File: config.mk
export PLATFORM = sky130hd
export DESIGN_NAME = mem_port_arbiter
export DESIGN_NICKNAME = d
export VERILOG_FILES = /design/src/rtl/mem_port_arbiter.sv
export SDC_FILE = /design/constraint.sdc
export NUM_CORES = 1
export LEC_CHECK = 0
export BUFFER_PORTS_ARGS = -buffer_cell sky130_fd_sc_hd__buf_4
export CORE_MARGIN = 3
export CORE_UTILIZATION = 30
export CTS_CLUSTER_DIAMETER = 80
export DETAILED_ROUTE_END_ITERATION = 10
export PLACE_DENSITY = 0.63
export SLEW_MARGIN = 30
export SYNTH_ARGS = -nofsm -noshare
export SYNTH_HDL_FRONTEND = slang
export SYNTH_SLANG_ARGS = --single-unit
File: constraint.sdc
create_clock -name i_clk -period 1.5 [get_ports i_clk]
set_input_delay 0.15 -clock i_clk [delete_from_list [all_inputs] [get_ports i_clk]]
set_output_delay 0.15 -clock i_clk [all_outputs]
set_load 0.1 [all_outputs]
File: src/rtl/mem_port_arbiter.sv
// rtl/mem_port_arbiter.sv - single-port memory arbiter between instruction fetch and data access
module mem_port_arbiter #(
  parameter int STARVE_MAX = 3
) (
  input  logic        i_clk,
  input  logic        i_reset,
  input  logic        i_if_req,
  input  logic [31:0] i_if_addr,
  output logic [31:0] o_if_rdata,
  output logic        o_if_valid,
  input  logic        i_d_req,
  input  logic        i_d_we,
  input  logic [31:0] i_d_addr,
  input  logic [31:0] i_d_wdata,
  input  logic [3:0]  i_d_wmask,
  output logic [31:0] o_d_rdata,
  output logic        o_d_valid,
  output logic        o_mem_req,
  output logic        o_mem_we,
  output logic [31:0] o_mem_addr,
  output logic [31:0] o_mem_wdata,
  output logic [3:0]  o_mem_wmask,
  input  logic        i_mem_ack,
  input  logic [31:0] i_mem_rdata,
  output logic        o_hold_req
);

  localparam int CW = (STARVE_MAX < 1) ? 1 : $clog2(STARVE_MAX + 1);
  localparam logic [CW-1:0] STARVE_LIM = CW'(STARVE_MAX);

  typedef enum logic [1:0] {
    IDLE    = 2'd0,
    BUSY_IF = 2'd1,
    BUSY_D  = 2'd2
  } state_e;

  state_e        state_q, state_d;
  logic [CW-1:0] starve_cnt_q, starve_cnt_d;
  logic          grant_d, grant_if, done;

  logic          mem_we_q;
  logic [31:0]   mem_addr_q;
  logic [31:0]   mem_wdata_q;
  logic [3:0]    mem_wmask_q;
  logic [31:0]   if_rdata_q;
  logic [31:0]   d_rdata_q;
  logic          if_valid_q;
  logic          d_valid_q;

  // Grant decision in IDLE (data first unless fetch has starved), completion in BUSY.
  always_comb begin
    state_d      = state_q;
    starve_cnt_d = starve_cnt_q;
    grant_d      = 1'b0;
    grant_if     = 1'b0;
    done         = 1'b0;
    case (state_q)
      IDLE: begin
        if (i_d_req && !(i_if_req && (starve_cnt_q == STARVE_LIM))) begin
          grant_d = 1'b1;
          state_d = BUSY_D;
          // Only a data grant that makes fetch wait counts toward starvation.
          if (i_if_req && (starve_cnt_q != STARVE_LIM)) begin
            starve_cnt_d = starve_cnt_q + CW'(1);
          end
        end else if (i_if_req) begin
          grant_if     = 1'b1;
          state_d      = BUSY_IF;
          starve_cnt_d = '0;
        end
      end
      BUSY_IF, BUSY_D: begin
        if (i_mem_ack) begin
          done    = 1'b1;
          state_d = IDLE;
        end
      end
      default: state_d = IDLE;
    endcase
  end

  // FSM state and starvation counter.
  always_ff @(posedge i_clk or negedge i_reset) begin
    if (!i_reset) begin
      state_q      <= IDLE;
      starve_cnt_q <= '0;
    end else begin
      state_q      <= state_d;
      starve_cnt_q <= starve_cnt_d;
    end
  end

  // Latch the granted request, capture read data on ack, and pulse the owner's valid.
  always_ff @(posedge i_clk or negedge i_reset) begin
    if (!i_reset) begin
      mem_we_q    <= 1'b0;
      mem_addr_q  <= '0;
      mem_wdata_q <= '0;
      mem_wmask_q <= '0;
      if_rdata_q  <= '0;
      d_rdata_q   <= '0;
      if_valid_q  <= 1'b0;
      d_valid_q   <= 1'b0;
    end else begin
      if (grant_d) begin
        mem_we_q    <= i_d_we;
        mem_addr_q  <= i_d_addr;
        mem_wdata_q <= i_d_wdata;
        mem_wmask_q <= i_d_wmask;
      end else if (grant_if) begin
        mem_we_q    <= 1'b0;
        mem_addr_q  <= i_if_addr;
        mem_wdata_q <= '0;
        mem_wmask_q <= '0;
      end
      if (done && (state_q == BUSY_IF)) begin
        if_rdata_q <= i_mem_rdata;
      end
      if (done && (state_q == BUSY_D)) begin
        d_rdata_q <= i_mem_rdata;
      end
      if_valid_q <= done && (state_q == BUSY_IF);
      d_valid_q  <= done && (state_q == BUSY_D);
    end
  end

  assign o_mem_req   = (state_q != IDLE);
  assign o_mem_we    = mem_we_q;
  assign o_mem_addr  = mem_addr_q;
  assign o_mem_wdata = mem_wdata_q;
  assign o_mem_wmask = mem_wmask_q;
  assign o_if_rdata  = if_rdata_q;
  assign o_d_rdata   = d_rdata_q;
  assign o_if_valid  = if_valid_q;
  assign o_d_valid   = d_valid_q;

  // Freeze the pipeline while any requester still waits for its completion.
  assign o_hold_req = (i_d_req & ~d_valid_q) | (i_if_req & ~if_valid_q);

endmodule

==> out/qor.txt, run 1 <==
Slew Viols, Final - 0
Die area - 20040 um^2
Startpoint Class - flip-flop
Ratio of cells with drive above 1 in the final layout - 49.76%
Sequential area share after synthesis - 63.08%
IO buf count - 274
CTS Buffer Depth - 2
Req. time, crit path - 1.79 ns
Total CTS buffers - 17
RR Startpoint - state_q[1]
Total track usage - 17.01%
Vias per Instance - 4.773
Height of the chip - 141.6 um
Pre-CTS setup slack - -0.06291 ns
Synthesized area - 5514 um^2
Largest net degree at the start of global routing - 73
CP startpoint - state_q[1]
Synth warn - 0
Hold Violations, Final - 0
Worst Max-Slew Pin Slew - 0.3935 ns
Post-Syn Nets - 573
Antenna violations before repair - 0
Synth Area in Simple Gates - 3.063%
Critical path endpoint category - flip-flop
Post-synthesis cell type count - 25
Worst-path clk slew - 0.06 ns
Post-Synth Adder-Cell Area - 0.9076%
GPL Wtd Cong - 0.7918
CP max FO - 23
Unrepaired setup endpoints after global routing - yes
Vias - 5007
Final Non-Filler Cells - 1049
Max cap viols - 0
Slew HR - 73.76%
Post-route DRC violation count - 0
Critical path data arrival time - 1.79 ns
Worst hold path class - in -> reg
Fin nets - 953
Fill count - 1477
Syn Inst Count - 431
Status - finished clean
Clock Skew - 0.005078 ns
CP endpoint - o_d_rdata[16]
CTS tree - done
Compound-Gate Fraction of Synth Area - 16.16%
Post-Syn Area per Cell - 12.79 um^2
Final worst slack - 0.003324 ns
Drt pass-1 iters - 5
Placed cell count - 914
Multi-input combinational cell area - 1899 um^2
Period utilization - 99.78%
Die W - 141.6 um
Drt initial violations - 163
Clk root buf - clkbuf_16
Post-synthesis mux area share - 13.27%
WL final - 18080 um
Number of core rows - 48
Setup TNS - 0 ns
Setup Crit Path Kind - reg -> reg
Fmax - 668.1 MHz
DPL Wire Length - 11930 um
H-tree depth - 4
Reg2reg path depth - 5
Vias in the first global route - 5378
Final setup vio count - 0
Area Overhead vs Synth - 77.17%
Flops & latches, synth - 139
Worst-skew pair later-pin latency - 0.41 ns
Largest family of logic cells by synthesized area - compound AO/OA/AOI/OAI gates
Reg area - 3478 um^2
ANT cells - 0
Total gr overflow - 0
XOR/XNOR share of the synthesized area - 0%
Antenna viol nets, final - 0
Core box area - 17660 um^2
Drt wl/cell - 17.24 um
Initial Util - 31.23%
Minimum clock period after layout - 1.497 ns
Layout Utilization - 55.33%
First-pass GRT wire length - 27080 um
Clock sinks - 139
R2r endpoint - o_d_rdata[16]
Flop-to-flop setup slack - 0.003 ns
Io pins - 275
critical path, cell delays in order (launching register included):
cell and delay (ns):
dfrtp_1 0.39, buf_4 0.15, ha_2 0.17, nand3_2 0.11
buf_12 0.19, mux2_2 0.36
sequential cells by signal, indices dropped and copies added (netlist names):
| signal | count |
|---|---|
| o_d_valid | 1 |
| o_mem_wdata | 32 |
| o_mem_we | 1 |
| state_q | 2 |
| o_d_rdata | 32 |
| o_mem_wmask | 4 |
| o_mem_addr | 32 |
| o_if_rdata | 32 |
| starve_cnt_q | 2 |
| o_if_valid | 1 |
metrics by stage:
stage                     area [um^2]  hold WS (ns)
after floorplan                  5550       -0.1456
after global placement           7971        0.1712
after detailed placement         7971        0.1767
after CTS                        9569      0.003013
after global routing             9769       0.01058
final                            9769       0.01167
what timing repair did:
action / CTS / global route
endpoints found under the setup margin: 84 / 137
endpoints found under the hold margin: 263 / 0
setup buffers: 2 / 1
resized for setup: 8 / 11
pin swaps: 0 / 2
cloned: 0 / 7
hold buffers: 93 / 0
cell usage after synthesis:
cell type	number	share of area, %
dfrtp_1	139	63
a31oi_1	1	0.11
clkbuf_1	12	0.82
buf_4	1	0.14
buf_6	4	0.82
nor2_4	1	0.20
a21bo_4	1	0.30
o21ai_1	31	2.8
o21ai_0	36	3.3
nor2b_1	2	0.23
a22o_1	37	5.9
a21o_1	1	0.14
buf_2	14	1.3
nand3_1	1	0.091
a21boi_2	1	0.20
o21a_1	1	0.14
mux2_2	65	13
nand2_1	36	2.5
o31ai_1	1	0.14
nor3_1	1	0.091
a21oi_1	32	2.9
ha_1	4	0.91
o22ai_1	1	0.11
inv_1	7	0.48
o21ai_2	1	0.16
placed cells by master (no fill, tap or decap), types with 2 or more instances in the layout:
cell / Yosys / layout
inv_2: 0 / 2
o21ai_1: 31 / 33
dlygate4sd3_1: 0 / 93
a21oi_1: 32 / 32
nand2_1: 36 / 35
ha_2: 0 / 2
bufinv_16: 0 / 3
mux2_2: 65 / 64
buf_4: 1 / 275
clkinv_4: 0 / 2
clkinvlp_4: 0 / 2
a22o_1: 37 / 37
o21ai_0: 36 / 34
buf_6: 4 / 5
buf_12: 0 / 14
dfrtp_1: 139 / 139
inv_1: 7 / 4
clkbuf_16: 0 / 22
inv_6: 0 / 6
nor2b_1: 2 / 2
kinds of logic (layout without fill, tap and decap cells):
family / after synthesis / count (layout)
mux: 65 / 65
flops: 139 / 139
simple gates: 41 / 41
fa+ha+maj: 4 / 4
buf+inv: 38 / 431
compound gates: 144 / 144
area by class of cell:
class,count,area share (%)
flip-flops and latches,139,35.60
multi-input cells,254,19.44
clock buffers,18,4.495
repair buffers,392,35.39
inverters,7,0.3074
clock inverters,14,1.883
well taps,225,2.882
layer usage:
layer / vias to the layer above / routed length [um] / track usage [%]
met1: 2437 / 7249 / 19.98
met5: - / 0 / 0
met3: 39 / 1234 / 5.123
met2: 219 / 9054 / 28.83
met4: 0 / 543 / 7.424
li1: 2312 / - / -
how the worst min path moves through the flow:
| stage | endpoint | slack, ns | startpoint | cells after the start |
|---|---|---|---|---|
| after CTS | o_mem_addr[27] | 0.003 | i_if_addr[27] | 3 |
| after global placement | o_d_rdata[29] | 0.17 | i_reset | 2 |
| after detailed placement | o_if_rdata[29] | 0.18 | i_reset | 2 |
| final | o_mem_addr[1] | 0.01 | i_if_addr[1] | 3 |
| after global routing | o_mem_addr[4] | 0.01 | i_if_addr[4] | 3 |
| after floorplan | o_d_rdata[0] | -0.15 | i_reset | 0 |
Power of run 1 is not shown: default switching activity piles up to over one toggle a cycle in this logic, so the estimate is an artifact.
==> inputs of run 2 (changes only) <==
--- a/config.mk
+++ b/config.mk
@@ -6,11 +6,13 @@
 export NUM_CORES = 1
 export LEC_CHECK = 0
 export BUFFER_PORTS_ARGS = -buffer_cell sky130_fd_sc_hd__buf_4
+export CELL_PAD_IN_SITES_DETAIL_PLACEMENT = 2
+export CELL_PAD_IN_SITES_GLOBAL_PLACEMENT = 2
 export CORE_MARGIN = 3
-export CORE_UTILIZATION = 30
+export CORE_UTILIZATION = 25
 export CTS_CLUSTER_DIAMETER = 80
 export DETAILED_ROUTE_END_ITERATION = 10
-export PLACE_DENSITY = 0.63
+export PLACE_DENSITY = 0.8
 export SLEW_MARGIN = 30
 export SYNTH_ARGS = -nofsm -noshare
 export SYNTH_HDL_FRONTEND = slang
==> run 2 against run 1 <==
The flow now finishes with violations (hold timing, setup timing). Via count rose by 5.2%. Critical path depth did not move. Sequential share of layout area decreased by 1.0 points. Worst setup slack got worse by 0.075 ns. Register-to-register slack lost 0.07 ns. Cell area is 2.9% higher. Sequential cell count is the same. Non-clock buffer count is 9 higher. First-iteration DRC count up 19%. Maximum frequency fell by 4.7%. Wire length increased by 48%.
==> out/qor.txt, run 2 (same netlist as run 1, synthesis figures left out) <==
Slew HR - 78.87% (+5.1 points)
Drt initial violations - 194 (+19%)
Fin nets - 962 (+0.94%)
Final worst slack - -0.07119 ns (-0.07452 ns)
Vias per Instance - 4.741 (-0.68%)
Pre-CTS setup slack - -0.1176 ns (-0.05469 ns)
Worst Max-Slew Pin Slew - 0.3169 ns (-0.07662 ns)
WL final - 26750 um (+48%)
Total CTS buffers - 17 (unchanged)
Commonest cells after routing, fill and taps aside - buf_4, dfrtp_1, dlygate4sd3_1, mux2_2, o21ai_1
Hold Violations, Final - 1 (+1)
Total gr overflow - 0 (unchanged)
Period utilization - 104.7% (+5.0 points)
Die W - 154.5 um (+9.1%)
CP endpoint - o_if_rdata[11]
Area Overhead vs Synth - 82.30%
Clock sinks - 139 (unchanged)
Vias - 5267 (+5.2%)
Largest net degree at the start of global routing - 57 (-22%)
Vias in the first global route - 6069 (+13%)
Reg2reg path depth - 5 (unchanged)
Worst-skew pair later-pin latency - 0.42 ns (about the same)
Core box area - 21350 um^2 (+21%)
Antenna viol nets, final - 0 (unchanged)
Drt pass-1 iters - 4 (-1)
Fmax - 636.5 MHz (-4.7%)
RR Startpoint - state_q[0]
Minimum clock period after layout - 1.571 ns (+0.07452 ns)
IO buf count - 274 (unchanged)
Number of core rows - 53 (+10%)
Max cap viols - 0 (unchanged)
DPL Wire Length - 14970 um (+25%)
Io pins - 275 (unchanged)
Slew Viols, Final - 0 (unchanged)
Startpoint Class - flip-flop
Hold path depth - 3 (unchanged)
Worst hold path class - in -> reg
CP max FO - 8 (-65%)
Unrepaired setup endpoints after global routing - yes
Clock Skew - 0.009484 ns (+0.004406 ns)
Antenna violations before repair - 3 (+3)
Failing checks - hold timing, setup timing
Drt wl/cell - 24.07 um (+40%)
GPL Wtd Cong - 0.7958 (+0.51%)
Height of the chip - 154.5 um (+9.1%)
Commonest non-fill, non-tap cell in the layout - buf_4
First-pass GRT wire length - 36910 um (+36%)
Worst hold slack - -0.0006984 ns (-0.01236 ns)
Clk root buf - clkbuf_16
Critical path endpoint category - flip-flop
Req. time, crit path - 1.79 ns (about the same)
Setup TNS - -1.295 ns (-1.295 ns)
Final setup vio count - 60 (+60)
R2r endpoint - o_if_rdata[11]
Ratio of cells with drive above 1 in the final layout - 52.94% (+3.2 points)
Initial Util - 25.82% (-5.4 points)
Setup Crit Path Kind - reg -> reg
Layout Utilization - 47.08% (-8.3 points)
Cell area after placement - 8024 um^2 (+0.66%)
H-tree depth - 4 (unchanged)
Flop-to-flop setup slack - -0.07 ns (-0.07 ns)
Total track usage - 19.92% (+2.9 points)
CTS Buffer Depth - 2 (unchanged)
Status - finished with violations
Post-route DRC violation count - 0 (unchanged)
Worst-path clk slew - 0.07 ns (about the same)
Die area - 23870 um^2 (+19%)
Fill count - 2106 (+43%)
CP startpoint - state_q[0]
Fin area - 10050 um^2 (+2.9%)
Critical path data arrival time - 1.86 ns (+0.07 ns)
CTS tree - done
==> run 2: layer usage <==
layer  wire [um]  up-vias  track usage [%]  part of all wire [%]
li1            -     2332                -                     -
met1       10280     2705            21.40                    38
met2       14580      190            38.00                    55
met3        1248       40            4.589                   4.7
met4         637        0            6.939                   2.4
met5           0        -                0                     0
==> run 2: area by class of cell <==
class | instances | area [um^2] | area share (%)
Clock inverter | 15 | 132.6 | 1.319
Multi-Input combinational cell | 254 | 2017 | 20.06
Clock buffer | 17 | 425.4 | 4.232
Sequential cell | 139 | 3478 | 34.60
Tap cell | 275 | 344.1 | 3.423
Timing Repair Buffer | 401 | 3617 | 35.98
Inverter | 7 | 30.03 | 0.2987
Antenna cell | 3 | 7.507 | 0.07468
==> run 2: per-stage QoR <==
stage                     hold slack [ns]  std cells
after floorplan                   -0.1456        431
after global placement            0.03758        966
after detailed placement          0.04113        966
after CTS                       0.0002840       1090
after global routing             0.005582       1111
final                          -0.0006984       1111
==> run 2: worst min path at each step <==
stage	endpoint	from	slack (ns)
finish	o_mem_addr[21]	i_if_addr[21]	-0.0007
CTS	o_mem_addr[26]	i_if_addr[26]	0.0003
floorplan	o_d_rdata[0]	i_reset	-0.15
global route	o_mem_addr[21]	i_if_addr[21]	0.006
detailed placement	o_mem_addr[15]	i_reset	0.04
global placement	o_mem_addr[17]	i_reset	0.04
==> run 2: what timing repair did <==
action / 4_1_cts / 5_1_grt
endpoints found under the hold margin: 255 / 2
endpoints found under the setup margin: 106 / 124
hold buffers: 88 / 2
pin swaps: 1 / 28
resized for setup: 18 / 52
cloned: 1 / 14
setup buffers: 4 / 2
==> run 2: worst max-delay path, stage by stage, from the launching register on <==
cell,delay [ns]
dfrtp_1,0.39
buf_4,0.15
ha_1,0.22
nand2_4,0.13
buf_6,0.20
mux2_2,0.36
Power of run 2 is left out for the same reason.
